[src/rtl/decode_stage_pkg.sv]
// decode_stage_pkg: RV32I opcode constants, ALU encodings, FSM and decoded-record types
package decode_stage_pkg;
  localparam logic [31:0] NOP_WORD_DEF = 32'h00000013;
  localparam logic [6:0] OPC_LUI    = 7'b0110111;
  localparam logic [6:0] OPC_AUIPC  = 7'b0010111;
  localparam logic [6:0] OPC_JAL    = 7'b1101111;
  localparam logic [6:0] OPC_JALR   = 7'b1100111;
  localparam logic [6:0] OPC_BRANCH = 7'b1100011;
  localparam logic [6:0] OPC_LOAD   = 7'b0000011;
  localparam logic [6:0] OPC_STORE  = 7'b0100011;
  localparam logic [6:0] OPC_OP_IMM = 7'b0010011;
  localparam logic [6:0] OPC_OP     = 7'b0110011;
  localparam logic [6:0] OPC_FENCE  = 7'b0001111;
  localparam logic [6:0] OPC_SYSTEM = 7'b1110011;
  typedef enum logic [3:0] {
    ALU_ADD    = 4'd0,
    ALU_SUB    = 4'd1,
    ALU_SLL    = 4'd2,
    ALU_SLT    = 4'd3,
    ALU_SLTU   = 4'd4,
    ALU_XOR    = 4'd5,
    ALU_SRL    = 4'd6,
    ALU_SRA    = 4'd7,
    ALU_OR     = 4'd8,
    ALU_AND    = 4'd9,
    ALU_PASS_B = 4'd10
  } alu_op_t;
  typedef enum logic {RUN, HOLD} state_t;
  typedef struct packed {
    logic        valid;
    logic [31:0] pc;
    logic [4:0]  rs1;
    logic [4:0]  rs2;
    logic [4:0]  rd;
    logic [31:0] imm;
    alu_op_t     alu_op;
    logic        is_load;
    logic        is_store;
    logic        is_branch;
    logic        is_jal;
    logic        is_jalr;
    logic        reg_write;
    logic        illegal;
  } dec_t;
  // Only register-register ops use funct7[5] to select SUB; shifts use it in both forms
  function automatic alu_op_t alu_sel(input logic [2:0] f3, input logic alt, input logic reg_op);
    case (f3)
      3'b000:  return (alt && reg_op) ? ALU_SUB : ALU_ADD;
      3'b001:  return ALU_SLL;
      3'b010:  return ALU_SLT;
      3'b011:  return ALU_SLTU;
      3'b100:  return ALU_XOR;
      3'b101:  return alt ? ALU_SRA : ALU_SRL;
      3'b110:  return ALU_OR;
      default: return ALU_AND;
    endcase
  endfunction
endpackage

[src/rtl/decode_stage_imm_gen.sv]
// imm_gen: combinational RV32I immediate extractor (I/S/B/U/J, R-type and unknown give 0)
module imm_gen
  import decode_stage_pkg::*;
(
  input  logic [31:0] word,
  output logic [31:0] imm
);
  logic [6:0] op;
  assign op = word[6:0];
  assign imm = (op == OPC_OP_IMM || op == OPC_LOAD || op == OPC_JALR) ? {{20{word[31]}}, word[31:20]} :
               op == OPC_STORE  ? {{20{word[31]}}, word[31:25], word[11:7]} :
               op == OPC_BRANCH ? {{20{word[31]}}, word[7], word[30:25], word[11:8], 1'b0} :
               (op == OPC_LUI || op == OPC_AUIPC) ? {word[31:12], 12'b0} :
               op == OPC_JAL    ? {{12{word[31]}}, word[19:12], word[20], word[30:21], 1'b0} : '0;
endmodule

[src/rtl/decode_stage.sv]
// decode_stage: registered RV32I decoder with load-use stall, hold register and jump flush
module decode_stage
  import decode_stage_pkg::*;
#(
  parameter logic [31:0] NOP_WORD = NOP_WORD_DEF
) (
  input  logic        clk,
  input  logic        rst,
  input  logic        en,
  input  logic [31:0] opcode,
  input  logic [31:0] pc_in,
  input  logic        jump,
  output logic        valid,
  output logic [31:0] pc_out,
  output logic [4:0]  rs1,
  output logic [4:0]  rs2,
  output logic [4:0]  rd,
  output logic [31:0] imm,
  output logic [3:0]  alu_op,
  output logic        is_load,
  output logic        is_store,
  output logic        is_branch,
  output logic        is_jal,
  output logic        is_jalr,
  output logic        reg_write,
  output logic        stall_req,
  output logic        illegal
);
  state_t state, state_nx;
  dec_t q, d;
  logic [31:0] hold_word, hold_pc, word, imm_w;
  logic [6:0] op, in_op;
  logic bubble, reads1, reads2, hit;
  assign in_op = opcode[6:0];
  assign reads1 = in_op inside {OPC_OP, OPC_OP_IMM, OPC_LOAD, OPC_STORE, OPC_BRANCH, OPC_JALR};
  assign reads2 = in_op inside {OPC_OP, OPC_STORE, OPC_BRANCH};
  // A bubble already in the stage has valid=0, so it can never raise a second stall
  assign hit = q.valid && q.is_load && q.rd != '0;
  assign stall_req = state == RUN && !jump && hit &&
                     ((reads1 && opcode[19:15] == q.rd) || (reads2 && opcode[24:20] == q.rd));
  assign bubble = jump || stall_req;
  assign word = bubble ? NOP_WORD : state == HOLD ? hold_word : opcode;
  assign op = word[6:0];
  imm_gen u_imm_gen (
    .word (word),
    .imm  (imm_w)
  );
  always_ff @(posedge clk or negedge rst)
    if (!rst) state <= RUN;
    else if (en) state <= state_nx;
  always_comb state_nx = stall_req ? HOLD : RUN;
  always_comb begin
    d = '0;
    d.rs1 = word[19:15];
    d.rs2 = word[24:20];
    d.rd = word[11:7];
    d.imm = imm_w;
    d.alu_op = op == OPC_OP ? alu_sel(word[14:12], word[30], 1'b1) :
               op == OPC_OP_IMM ? alu_sel(word[14:12], word[30], 1'b0) :
               op == OPC_LUI ? ALU_PASS_B : ALU_ADD;
    if (!bubble) begin
      d.valid = 1'b1;
      d.pc = state == HOLD ? hold_pc : pc_in;
      d.is_load = op == OPC_LOAD;
      d.is_store = op == OPC_STORE;
      d.is_branch = op == OPC_BRANCH;
      d.is_jal = op == OPC_JAL;
      d.is_jalr = op == OPC_JALR;
      d.reg_write = d.rd != '0 && op inside {OPC_OP, OPC_OP_IMM, OPC_LOAD, OPC_LUI, OPC_AUIPC, OPC_JAL, OPC_JALR};
      d.illegal = !(op inside {OPC_OP, OPC_OP_IMM, OPC_LOAD, OPC_STORE, OPC_BRANCH, OPC_LUI,
                               OPC_AUIPC, OPC_JAL, OPC_JALR, OPC_FENCE, OPC_SYSTEM});
    end
  end
  always_ff @(posedge clk or negedge rst)
    if (!rst) begin
      q <= '0;
      hold_word <= '0;
      hold_pc <= '0;
    end else if (en) begin
      q <= d;
      hold_word <= stall_req ? opcode : '0;
      hold_pc <= stall_req ? pc_in : '0;
    end
  assign valid = q.valid;
  assign pc_out = q.pc;
  assign rs1 = q.rs1;
  assign rs2 = q.rs2;
  assign rd = q.rd;
  assign imm = q.imm;
  assign alu_op = q.alu_op;
  assign is_load = q.is_load;
  assign is_store = q.is_store;
  assign is_branch = q.is_branch;
  assign is_jal = q.is_jal;
  assign is_jalr = q.is_jalr;
  assign reg_write = q.reg_write;
  assign illegal = q.illegal;
endmodule

[config.mk]
export PLATFORM = sky130hd
export DESIGN_NAME = decode_stage
export DESIGN_NICKNAME = d
export VERILOG_FILES = /design/src/rtl/decode_stage_pkg.sv /design/src/rtl/decode_stage_imm_gen.sv /design/src/rtl/decode_stage.sv
export SDC_FILE = /design/constraint.sdc
export NUM_CORES = 1
export LEC_CHECK = 0
export BUFFER_PORTS_ARGS = -buffer_cell sky130_fd_sc_hd__buf_2
export CAP_MARGIN = 30
export CELL_PAD_IN_SITES_DETAIL_PLACEMENT = 0
export CELL_PAD_IN_SITES_GLOBAL_PLACEMENT = 1
export CORE_UTILIZATION = 48
export CTS_BUF_LIST = sky130_fd_sc_hd__clkbuf_4
export CTS_CLUSTER_SIZE = 14
export DETAILED_ROUTE_END_ITERATION = 16
export GPL_TIMING_DRIVEN = 0
export PLACE_DENSITY = 0.95
export SLEW_MARGIN = 20
export SYNTH_ARGS = -nofsm -noshare
export SYNTH_HDL_FRONTEND = slang
export SYNTH_HIERARCHICAL = 1
export SYNTH_SLANG_ARGS = --single-unit
[constraint.sdc]
create_clock -name clk -period 8.55 [get_ports clk]
set_input_delay 0 -clock clk [delete_from_list [all_inputs] [get_ports clk]]
set_output_delay 0 -clock clk [all_outputs]
set_load 0.005 [all_outputs]
---- After elaboration in Yosys (flattened, before gate mapping) ----
Cells that the tools add are included.
word-level totals
  bits in registers ....................... 156
  input port bits ......................... 68
  output and inout bits ................... 92
  logic and storage cells ................. 85
cells by class
  eq/ne operators ......................... 25
  multiplexer cells ....................... 20
  bitwise logic cells ..................... 1
  reductions and logical operators ........ 22
operators with widths
  cell                  count
  $mux W32              10
  $pmux W4 S7           2
  $eq A7 B7 Y1 const B  6
  $eq A7 B6 Y1 const B  5
  $mux W33              1
  $eq A7 B5 Y1 const B  3
  $eq A7 B2 Y1 const B  2
  $mux W4               3
  $reduce_bool A11 Y1   1
  $eq A5 B5 Y1          2
  $reduce_bool A5 Y1    2
  $eq A3 B3 Y1 const B  3
  $logic_and A1 B1 Y1   8
  $eq A7 B4 Y1 const B  1
  $mux W7               1
  $reduce_bool A7 Y1    1
  $eq A3 B2 Y1 const B  2
  $reduce_bool A6 Y1    1
  $logic_or A1 B1 Y1    5
  $eq A3 B1 Y1 const B  1
  $logic_not A3 Y1      1
  $mux W1               3
  $reduce_bool A3 Y1    1
  $logic_not A1 Y1      2
  $not A1 Y1            1

---- Longest topological paths before layout ----
  word-level depth ........................ 13
  depth in mapped cells ................... 14
  depth with buffers taken out ............ 9

---- Cells and area by module ----
The synthesis kept the hierarchy.
modules (own cells, without submodules)
  module        instances  cells an instance  area each (µm²)  seq. area each (µm²)
  decode_stage  1          662                7543.5           3903.7
  imm_gen       1          68                 534.3            0.0

---- Worst setup path before layout ----
Ideal clock, no wire load.
  path type ............................... reg2reg
  start point ............................. register q, in the netlist rd[2]
  end point ............................... register q, in the netlist imm[12]
  data arrival time ....................... 2.758 ns
  required time ........................... 8.485 ns
  slack ................................... 5.727 ns
  stages on the path, launching flop included .. 13
  buffers on the path ..................... 3
  period minus slack after synthesis ...... 2.823 ns
  cells stage by stage .................... dfrtp_1 -> xor2_1 -> a2111o_1 -> o22ai_2 -> a21o_1 -> buf_4 -> buf_2 -> nor2_1 -> buf_2 -> or3b_2 -> a21oi_4 -> a21o_1 -> mux2_2
RTL lines
  what                    RTL line            RTL
  from (decl)             decode_stage.sv:30  dec_t q, d;
  from (signal assigned)  decode_stage.sv:76  q <= '0;
  from (signal assigned)  decode_stage.sv:80  q <= d;

==> reports/metrics.yaml <==
timing.final.crit_period_ps: 3740
grt_usage_pct: 26.8
wirelength_mm: 22.3
relSlewSlack_pct: 49.9
diodes: 0
clockPowerShare_pct: 32.2
layout.nets: 1047
place_inst: 1109
grt_pass1_wl_mm: 36.3
antenna_left: 0
final_cell_mix: "buf_2, dfrtp_1, nor2_1"
async_flop_share_pct: 100
synth-edff-count: 0
grt_start_max_net_pins: 98
ys_ff_latch: 156
die-area_um2: 17400
comb_power_share_pct: 15.8
outcome: "completed"
crit_path_end_kind: "register"
htreeDepth: 4
intPower_uw: 1070
ios: 160
overflow: 0
fp-row-count: 47
cts_tree: "built"
peakVddDrop_mv: 0.0853
timing.hold.ws_ps: 87.7
synth_ff_type: "dfrtp_1"
syn_area_per_cell_um2: 11.1
ys_top_cells_by_area: "dfrtp_1, mux2i_1, o2bb2ai_2, a22o_1, mux2_2"
clock-sinks: 156
drt_iter0_markers: 335
syn-num-nets: 798
start_util_pct: 48.9
p_total_uw: 1500
p_sw_share_pct: 28.5
power.leakage_uw: 0.00491
crit_path_start_kind: "register"
grt_pass1_vias: 6685
worstSetupPathType: "reg2reg"
numCtsBuffers: 17
min_path_type: "in2reg"
fin_setup_tns_ps: 0
drive_above_1_share_pct: 29.7
fmax_mhz: 267
cap_violations: 0
yosysUniqueCellTypes: 61
gp_congestion: 0.946
clock_latency_ps: 580
antenna_found_initial: 0
worst_slew_pin_slew_ps: 730
arrival_ps: 4270
mostFrequentLayoutCell: "buf_2"
vias: 6736
p_switching_uw: 428
pwr-share-seq_pct: 52.1
port_buffers: 158
powerDensity_nw_per_um2: 147
wl_per_cell_um: 18.4
fin_cells: 1212
dr.pass1.iters: 5
slowest_stage: "or4b_4"
viasPerCell: 5.56
slowest_delay_ps: 660
netlist.area_leader.share_pct: 48.3
crit_chain: "buf_2 -> and4bb_2 -> nand3_1 -> a21oi_1 -> a21oi_2 -> buf_2 -> nand3_1 -> or4b_4 -> a31oi_2 -> and2_1 -> mux2_2"
die_w_um: 132
clk_path_buf_depth: 2
syn_inst: 730
slew_violations: 0
critPathMaxFanout: 10
hold_viol: 0
ys_seq_area_share_pct: 48.3
finalCritPeriodShare_pct: 43.8
fin_skew_ps: 21.1
finalSetupViolations: 0
clockRootBuffer: "clkbuf_4"
die_y_um: 132
required_ps: 9080
areaGrowthSynthToFinish_pct: 26.4
core_um2: 16500
yosys.area.top_type: "dfrtp_1"
dp_hpwl_mm: 16.0
cts_setup_buffers: 0
syn_area_um2: 8080
rsz0062_at_grt: "no"
ys_warn_count: 6
drc: 0
clkTransAtPathRegs_ps: 140
## state kept, by name, summed over array words and instances (netlist names), 4 cells and up
name	cells
hold_word	32
hold_pc	32
imm	32
rd	5
alu_op	4
rs1	5
rs2	5
pc_out	32
## power groups by stage
| stage | Combinational (uW) | Sequential, uW | Clock (uW) |
|---|---|---|---|
| floorplan | 109 | 796 | 0 |
| global placement | 205 | 796 | 0 |
| detailed placement | 210 | 796 | 0 |
| CTS | 237 | 782 | 491 |
| global route | 259 | 786 | 527 |
| finish | 237 | 782 | 483 |
## area by class of cell
| cell class | instances | area [um2] |
|---|---|---|
| Buffer | 61 | 323 |
| Clock buffer | 17 | 128 |
| Clock inverter | 15 | 173 |
| Fill cell | 1403 | 6310 |
| Inverter | 9 | 33.8 |
| Multi-Input combinational cell | 504 | 3820 |
| Sequential cell | 156 | 3900 |
| Tap cell | 220 | 275 |
| Timing Repair Buffer | 230 | 1560 |
## worst max-delay path: cells and delay by family, from the launching register on
family                 cells  cell delay [ps]
flip-flops                 1              370
buffers and inverters      2              600
AO/OA/AOI/OAI              3              990
multiplexers               1              150
AND/OR/NAND/NOR            5             1570
## final timing paths
path / from / to / slack (ps) / cells after the start
max in group asynchronous: rst / pc_out[17] / 7580 / 4
hold / removal: en / alu_op[0] / 90 / 3
min in group asynchronous: rst / imm[7] / 500 / 4
setup reg to reg: state / imm[6] / 4810 / 11
setup / recovery: state / imm[6] / 4810 / 11
hold reg to reg: alu_op[2] / alu_op[2] / 500 / 1
## kinds of logic after synthesis
family	after synthesis	share of synthesized area, %
AOI/OAI and AO/OA	181	21.4
xor gates and xnor gates	10	1.08
DFF	156	48.3
muxes	99	12.8
buffers and inverters	70	4.41
and+or+nand+nor	214	12.0
## metrics by stage
step / setup WS (ps) / cell area, um2 / util [%]
2_1_floorplan: 5730 / 8080 / -
3_3_place_gp: 4950 / 9140 / 55.3
3_5_place_dp: 4930 / 9180 / 55.6
4_1_cts: 4890 / 10200 / 61.8
5_1_grt: 4680 / 10200 / 61.8
6_report: 4810 / 10200 / 61.8
## cell usage after synthesis (5+ instances only)
master and count:
buf_6 8, o2bb2ai_2 30, inv_1 8, and2_1 7
o2bb2ai_1 32, a21o_1 20, xnor2_1 7, nor2_1 85
nand3_1 11, clkbuf_1 31, nor2b_1 6, a22o_1 51
mux2_2 36, o21ai_0 5, mux2i_1 63, dfrtp_1 156
nand2_1 77, buf_2 15
## metal layers
layer	routed length (um)	GRT usage (%)	part of all wire, %
met4	361	8.07	1.6
met3	1180	5.21	5.3
met2	10400	42.6	47
met1	10300	37.1	46
met5	0	0	0
## repair_timing
action                     CTS  global route
hold endpoints to repair   292             0
setup endpoints to repair    0             0
resized for setup            0             0
hold buffers                71             0
No activity file was read; power rests on OpenSTA's default activity.
